File: src/rtl/linear_pkg.sv
// Shared definitions for the linear (int8 MAC neuron) layer: FSM states,
// datapath widths and address-width helpers used by the MAC and its sequencer.
package linear_pkg;

  localparam int unsigned ACC_WIDTH  = 32;
  localparam int unsigned DATA_WIDTH = 8;

  typedef enum logic [2:0] {
    IDLE,
    STREAM,
    DRAIN,
    OUT,
    DONE
  } state_t;

  // Never returns 0, so a size of 1 still yields a legal 1-bit vector.
  function automatic int unsigned addr_w(input int unsigned n);
    return (n > 1) ? $clog2(n) : 1;
  endfunction

  function automatic int unsigned waddr_w(input int unsigned in_sz, input int unsigned out_sz);
    return addr_w(in_sz * out_sz);
  endfunction

endpackage

File: src/rtl/linear_seq_ctrl_if.sv
// Memory, MAC and result-port bundle between linear_seq_ctrl (master) and the
// surrounding datapath (slave).
interface linear_seq_ctrl_if
  import linear_pkg::*;
#(
  parameter int unsigned INPUT_SIZE  = 4096,
  parameter int unsigned OUTPUT_SIZE = 2,
  parameter int unsigned ACC_WIDTH   = linear_pkg::ACC_WIDTH
);
  localparam int unsigned XW = addr_w(INPUT_SIZE);
  localparam int unsigned WW = waddr_w(INPUT_SIZE, OUTPUT_SIZE);
  localparam int unsigned OW = addr_w(OUTPUT_SIZE);

  logic                        mem_rd_en;
  logic [XW-1:0]               x_addr;
  logic [WW-1:0]               w_addr;
  logic                        mac_valid;
  logic signed [ACC_WIDTH-1:0] mac_y;
  logic                        mac_vout;
  logic                        res_valid;
  logic                        res_ready;
  logic signed [ACC_WIDTH-1:0] res_data;
  logic [OW-1:0]               res_idx;

  modport master (
    output mem_rd_en, x_addr, w_addr, mac_valid, res_valid, res_data, res_idx,
    input  mac_y, mac_vout, res_ready
  );

  modport slave (
    input  mem_rd_en, x_addr, w_addr, mac_valid, res_valid, res_data, res_idx,
    output mac_y, mac_vout, res_ready
  );

endinterface

File: src/rtl/linear_seq_ctrl_res_reg.sv
// OUT-stage result holding register with valid/ready handshake.
// Build option LINEAR_SEQ_CTRL_RELU_EN clamps negative MAC results to zero.
module linear_res_reg
#(
  parameter int unsigned ACC_WIDTH = 32,
  parameter int unsigned IDX_W     = 1
) (
  input  logic                        clk,
  input  logic                        rst_n,
  input  logic                        load_i,
  input  logic                        zero_i,
  input  logic signed [ACC_WIDTH-1:0] y_i,
  input  logic [IDX_W-1:0]            idx_i,
  input  logic                        ready_i,
  output logic                        valid_o,
  output logic signed [ACC_WIDTH-1:0] data_o,
  output logic [IDX_W-1:0]            idx_o,
  output logic                        fire_o
);
  logic                        valid_q;
  logic signed [ACC_WIDTH-1:0] data_q;
  logic [IDX_W-1:0]            idx_q;
  logic signed [ACC_WIDTH-1:0] data_d;

  always_comb begin
    data_d = y_i;
`ifdef LINEAR_SEQ_CTRL_RELU_EN
    if (y_i[ACC_WIDTH-1]) data_d = '0;
`endif
    if (zero_i) data_d = '0;
  end

  always_ff @(posedge clk or negedge rst_n) begin
    if (!rst_n) begin
      valid_q <= 1'b0;
      data_q  <= '0;
      idx_q   <= '0;
    end else if (load_i || zero_i) begin
      valid_q <= 1'b1;
      data_q  <= data_d;
      idx_q   <= idx_i;
    end else if (fire_o) begin
      valid_q <= 1'b0;
    end
  end

  assign valid_o = valid_q;
  assign data_o  = data_q;
  assign idx_o   = idx_q;
  assign fire_o  = valid_q && ready_i;

endmodule

File: src/rtl/linear_seq_ctrl.sv
// Sequencer running OUTPUT_SIZE neurons back-to-back on one shared MAC.
// Optional build macro LINEAR_SEQ_CTRL_RELU_EN (applied in linear_res_reg).
module linear_seq_ctrl
  import linear_pkg::*;
#(
  parameter int unsigned INPUT_SIZE    = 4096,
  parameter int unsigned OUTPUT_SIZE   = 2,
  parameter int unsigned ACC_WIDTH     = linear_pkg::ACC_WIDTH,
  parameter int unsigned DRAIN_TIMEOUT = 8
) (
  input  logic              clk,
  input  logic              rst_n,
  input  logic              start,
  output logic              busy,
  output logic              done,
  output logic              err,
  linear_seq_ctrl_if.master bus
);
  localparam int unsigned XW = addr_w(INPUT_SIZE);
  localparam int unsigned WW = waddr_w(INPUT_SIZE, OUTPUT_SIZE);
  localparam int unsigned OW = addr_w(OUTPUT_SIZE);
  localparam int unsigned DW = addr_w(DRAIN_TIMEOUT);

  state_t        state_q;
  logic [XW-1:0] i_q;
  logic [OW-1:0] o_q;
  logic [WW-1:0] base_q;
  logic [DW-1:0] dcnt_q;
  logic          busy_q, done_q, err_q, rd_q, mv_q;
  logic          cap, tmo, fire;

  // The first DRAIN cycle (dcnt_q == 0) is too early for a genuine result.
  assign cap = (state_q == DRAIN) && (dcnt_q != '0) && bus.mac_vout;
  assign tmo = (state_q == DRAIN) && !bus.mac_vout && (dcnt_q == DW'(DRAIN_TIMEOUT - 1));

  always_ff @(posedge clk or negedge rst_n) begin
    if (!rst_n) begin
      state_q <= IDLE;
      i_q     <= '0;
      o_q     <= '0;
      base_q  <= '0;
      dcnt_q  <= '0;
      busy_q  <= 1'b0;
      done_q  <= 1'b0;
      err_q   <= 1'b0;
      rd_q    <= 1'b0;
      mv_q    <= 1'b0;
    end else begin
      mv_q   <= rd_q;
      done_q <= 1'b0;
      unique case (state_q)
        IDLE: if (start) begin
          state_q <= STREAM;
          err_q   <= 1'b0;
          i_q     <= '0;
          o_q     <= '0;
          base_q  <= '0;
          busy_q  <= 1'b1;
          rd_q    <= 1'b1;
        end
        STREAM: begin
          if (bus.mac_vout) err_q <= 1'b1;
          if (i_q == XW'(INPUT_SIZE - 1)) begin
            state_q <= DRAIN;
            rd_q    <= 1'b0;
            dcnt_q  <= '0;
          end else begin
            i_q <= i_q + XW'(1);
          end
        end
        DRAIN: begin
          if ((dcnt_q == '0) && bus.mac_vout) err_q <= 1'b1;
          if (cap) begin
            state_q <= OUT;
          end else if (tmo) begin
            err_q   <= 1'b1;
            state_q <= OUT;
          end else begin
            dcnt_q <= dcnt_q + DW'(1);
          end
        end
        OUT: if (fire) begin
          if (o_q == OW'(OUTPUT_SIZE - 1)) begin
            state_q <= DONE;
            done_q  <= 1'b1;
          end else begin
            state_q <= STREAM;
            o_q     <= o_q + OW'(1);
            base_q  <= base_q + WW'(INPUT_SIZE);
            i_q     <= '0;
            rd_q    <= 1'b1;
          end
        end
        DONE: begin
          state_q <= IDLE;
          busy_q  <= 1'b0;
        end
        default: state_q <= IDLE;
      endcase
    end
  end

  linear_res_reg #(
    .ACC_WIDTH (ACC_WIDTH),
    .IDX_W     (OW)
  ) u_res_reg (
    .clk     (clk),
    .rst_n   (rst_n),
    .load_i  (cap),
    .zero_i  (tmo),
    .y_i     (bus.mac_y),
    .idx_i   (o_q),
    .ready_i (bus.res_ready),
    .valid_o (bus.res_valid),
    .data_o  (bus.res_data),
    .idx_o   (bus.res_idx),
    .fire_o  (fire)
  );

  assign bus.mem_rd_en = rd_q;
  assign bus.x_addr    = i_q;
  assign bus.w_addr    = base_q + WW'(i_q);
  assign bus.mac_valid = mv_q;
  assign busy          = busy_q;
  assign done          = done_q;
  assign err           = err_q;

endmodule

File: src/flat_wrapper.sv
// flat-port wrapper written by rule: the top's interface ports become plain ports
module linear_seq_ctrl_flat import linear_pkg::*;
#(
  parameter int unsigned INPUT_SIZE    = 4096,
  parameter int unsigned OUTPUT_SIZE   = 2,
  parameter int unsigned ACC_WIDTH     = linear_pkg::ACC_WIDTH,
  parameter int unsigned DRAIN_TIMEOUT = 8
)
  (clk, rst_n, start, busy, done, err, bus_mem_rd_en, bus_x_addr, bus_w_addr, bus_mac_valid, bus_res_valid, bus_res_data, bus_res_idx, bus_mac_y, bus_mac_vout, bus_res_ready);
  linear_seq_ctrl_if #(.INPUT_SIZE(INPUT_SIZE), .OUTPUT_SIZE(OUTPUT_SIZE), .ACC_WIDTH(ACC_WIDTH)) bus_i ();
  input  logic clk;
  input  logic rst_n;
  input  logic start;
  output logic busy;
  output logic done;
  output logic err;
  output wire logic [$bits(bus_i.mem_rd_en)-1:0] bus_mem_rd_en;
  output wire logic [$bits(bus_i.x_addr)-1:0] bus_x_addr;
  output wire logic [$bits(bus_i.w_addr)-1:0] bus_w_addr;
  output wire logic [$bits(bus_i.mac_valid)-1:0] bus_mac_valid;
  output wire logic [$bits(bus_i.res_valid)-1:0] bus_res_valid;
  output wire logic [$bits(bus_i.res_data)-1:0] bus_res_data;
  output wire logic [$bits(bus_i.res_idx)-1:0] bus_res_idx;
  input wire logic [$bits(bus_i.mac_y)-1:0] bus_mac_y;
  input wire logic [$bits(bus_i.mac_vout)-1:0] bus_mac_vout;
  input wire logic [$bits(bus_i.res_ready)-1:0] bus_res_ready;
  assign bus_mem_rd_en = bus_i.mem_rd_en;
  assign bus_x_addr = bus_i.x_addr;
  assign bus_w_addr = bus_i.w_addr;
  assign bus_mac_valid = bus_i.mac_valid;
  assign bus_res_valid = bus_i.res_valid;
  assign bus_res_data = bus_i.res_data;
  assign bus_res_idx = bus_i.res_idx;
  assign bus_i.mac_y = bus_mac_y;
  assign bus_i.mac_vout = bus_mac_vout;
  assign bus_i.res_ready = bus_res_ready;
  linear_seq_ctrl #(.INPUT_SIZE(INPUT_SIZE), .OUTPUT_SIZE(OUTPUT_SIZE), .ACC_WIDTH(ACC_WIDTH), .DRAIN_TIMEOUT(DRAIN_TIMEOUT)) u_core (.clk(clk), .rst_n(rst_n), .start(start), .busy(busy), .done(done), .err(err), .bus(bus_i));
endmodule
File: config.mk
export PLATFORM = sky130hd
export DESIGN_NAME = linear_seq_ctrl_flat
export DESIGN_NICKNAME = d
export VERILOG_FILES = /design/src/rtl/linear_pkg.sv /design/src/rtl/linear_seq_ctrl_if.sv /design/src/rtl/linear_seq_ctrl_res_reg.sv /design/src/rtl/linear_seq_ctrl.sv /design/src/flat_wrapper.sv
export SDC_FILE = /design/constraint.sdc
export NUM_CORES = 1
export LEC_CHECK = 0
export CAP_MARGIN = 30
export CORE_MARGIN = 5
export CORE_UTILIZATION = 39
export CTS_CLUSTER_SIZE = 10
export DETAILED_ROUTE_END_ITERATION = 12
export PLACE_DENSITY = 0.86
export RECOVER_POWER = 100
export SLEW_MARGIN = 20
export SYNTH_ARGS = -nofsm -noshare
export SYNTH_HDL_FRONTEND = slang
export SYNTH_SLANG_ARGS = --single-unit
export TNS_END_PERCENT = 5
File: constraint.sdc
create_clock -name clk -period 1.9 [get_ports clk]
set_input_delay 0.38 -clock clk [delete_from_list [all_inputs] [get_ports clk]]
set_output_delay 0.38 -clock clk [all_outputs]
set_load 0.03 [all_outputs]
==> results.cfg <==
[status]
outcome = finished clean

[place]
port_buffers = 100
dpl.hpwl_mm = 5.27
placed_area_um2 = 3880
place_ws_ps = -369
gp_congestion = 0.882
place_inst = 422

[global_routing]
grt_pass1_vias = 2404
gr-total-overflow = 0
antenna_found_initial = 0
grt_usage_pct = 17.0
grt_max_degree = 37
grt_pass1_wl_mm = 11.5

[layout]
fin_cells = 437
areaGrowthSynthToFinish_pct = 56.1
layout_common_cells = clkdlybuf4s50_1 (85), dfrtp_1 (57), a22o_1 (34)
final_common_cell = clkdlybuf4s50_1
num_antenna_cells = 0
final_area_um2 = 4070
drive_gt1_share_pct = 16.4
final_nets = 397

[clocking]
clockBufferDepth = 2
clock_sink_count = 59
cts_tree = yes
post_cts_buffers = 0
cts_max_level = 3
numCtsBuffers = 9
clock_latency_ps = 330
hold_buffers = 0
clk_pin_slew_worst_paths_ps = 60
root_buffer = clkbuf_8

[yosys]
synth_top_area_share_pct = 56.6
synth_compound_gate_area_share_pct = 20.7
ys_seq_elements = 59
synth.cell_area_um2 = 2610
synth-simple-area-share_pct = 13.6
seq_area_frac_synth_pct = 56.6
yosys_warnings = 0
synthAdderAreaFrac_pct = 1.92
synth_edf_count = 0
ys.flop_type = dfrtp_1
synth_top_family_by_area = compound AO/OA/AOI/OAI gates
syn_avg_cell_area_um2 = 11.1
ys_async_sr_fraction_pct = 100
synthXorXnorAreaFrac_pct = 1.34
ys_top_cells_by_area = dfrtp_1 (57%), a22o_1 (11%), clkbuf_1 (3.0%), o21ai_0 (2.7%), nor2_1 (2.6%)
synth_cells = 235
synthesis.nets = 276
synth.largest_area_cell = dfrtp_1
post_synth_mux_area_share_pct = 1.25
yosysUniqueCellTypes = 39

[sta]
fin_skew_ps = 9.83
drv_slew = 0
relSlewSlack_pct = 15.3
post-route-period-util_pct = 98.2
timing.fmax_mhz = 536
setup_tns_ps = 0
worst_pin_slew_ps = 1270
rsz0062_at_grt = true
setup_viol = 0
setup_ws_ps = 34.5
fin_crit_ps = 1870
finalHoldViolCount = 0

[detailed_routing]
drt_iter0_drc = 143
totalWireLength_mm = 7.00
vias = 2263
firstDrtPassIters = 4
wl_per_cell_um = 16.0
drc = 0
postRouteAntennaNets = 0
avgViaCountPerCell = 5.18

[power]
p_leak_nw = 1.89
pwr-share-seq_pct = 32.2
clkPwrFrac_pct = 18.1
p_sw_share_pct = 38.5
powerDensity_nw_per_um2 = 1520
combPwrFrac_pct = 49.7
intPower_w = 0.00381
totalPowerFinal_w = 0.00619
peakVddDrop_v = 0.000854
p_sw_w = 0.00238

[hold_path]
hp-class = in -> async

[flow_run]
drv_cap = 0

[die]
core-area_um2 = 6420
ios = 101
dieArea_um2 = 8420
fp.dieH_um = 91.8
start_util_pct = 40.6
die_w_um = 91.8
num_rows = 29

[worst_setup_path]
end_kind = output pin
worstPathArrival_ps = 1490
path_buf_inv = 1
crit_path_max_fanout = 7
path_class = reg -> out
slowest_delay_ps = 710
slowest_stage = clkdlybuf4s50_1
crit_chain = clkdlybuf4s50_1
startpoint_type = flip-flop
rr_startpoint = u_core.dcnt_q[0]
worstPathRequired_ps = 1520
startpoint = u_core.bus.x_addr[5]
path_delay_family = buffers and inverters
metrics by stage:
stage / util, % / hold slack, ps
after floorplan: - / 84.4
after global placement: 60.5 / 402
after detailed placement: 60.5 / 407
after CTS: 63.4 / 52.9
after global routing: 63.4 / 432
final: 63.4 / 309
final cells by class:
type / count / area, um^2
clock buffer: 13 / 159
clock inverter: 2 / 35.0
fill: 512 / 2350
inverter: 3 / 11.3
multi-input combinational: 148 / 1030
sequential: 59 / 1480
tap: 77 / 96.3
timing repair buffer: 135 / 1260
flip-flops by register name, summed over array words and instances (netlist names), 3 cells and up:
name / flops
u_core.bus.x_addr: 12
u_core.state_q: 3
u_core.u_res_reg.data_o: 32
u_core.dcnt_q: 3
synth_stat cells (all sizes together) (3+ instances only):
cell type  count
nor2          18
or3            4
and2           4
ha             4
nand3          5
nand4          4
nand2b         4
dfrtp         59
a21oi          8
nand2         17
a22o          34
and4           3
o21ai         15
clkbuf        21
buf            4
o211ai         3
xor2           4
inv            3
power groups by stage:
| stage | Sequential, W | Clock (W) | Combinational, W |
|---|---|---|---|
| after floorplan | 0.00266 | 0 | 0.00105 |
| after global placement | 0.00200 | 0 | 0.00301 |
| after detailed placement | 0.00200 | 0 | 0.00310 |
| after CTS | 0.00200 | 0.00115 | 0.00310 |
| after global routing | 0.00206 | 0.00120 | 0.00328 |
| final | 0.00200 | 0.00112 | 0.00308 |
final timing paths:
kind / to / slack, ps / depth (start not counted)
worst max-delay path: bus_w_addr[5] / 30 / 1
worst min-delay path: u_core.bus.x_addr[9] / 310 / 1
worst max register to register: u_core.dcnt_q[0] / 70 / 8
worst min register to register: u_core.bus.mac_valid / 420 / 0
max in group asynchronous: u_core.bus.x_addr[2] / 350 / 2
min in group clk: u_core.bus.mac_valid / 420 / 0
repair_timing:
item	in CTS	in global routing
gates resized for setup	6	14
gates cloned	0	0
setup endpoints to repair	7	47
kinds of logic after synthesis:
group                    after synthesis
adder cells (fa/ha/maj)                4
buffers and inverters                 28
AND/OR/NAND/NOR                       68
XOR/XNOR                               4
flip-flops                            59
multiplexers                           3
AO/OA/AOI/OAI                         69
metal layers:
layer	GRT usage (%)	up-vias	routed length, um
met1	20.5	1097	2990
li1	-	1085	-
met2	28.8	71	3560
met5	0	-	0
met4	8.42	0	119
met3	3.52	10	330
Note: power is estimated with default switching activity, not from simulation.
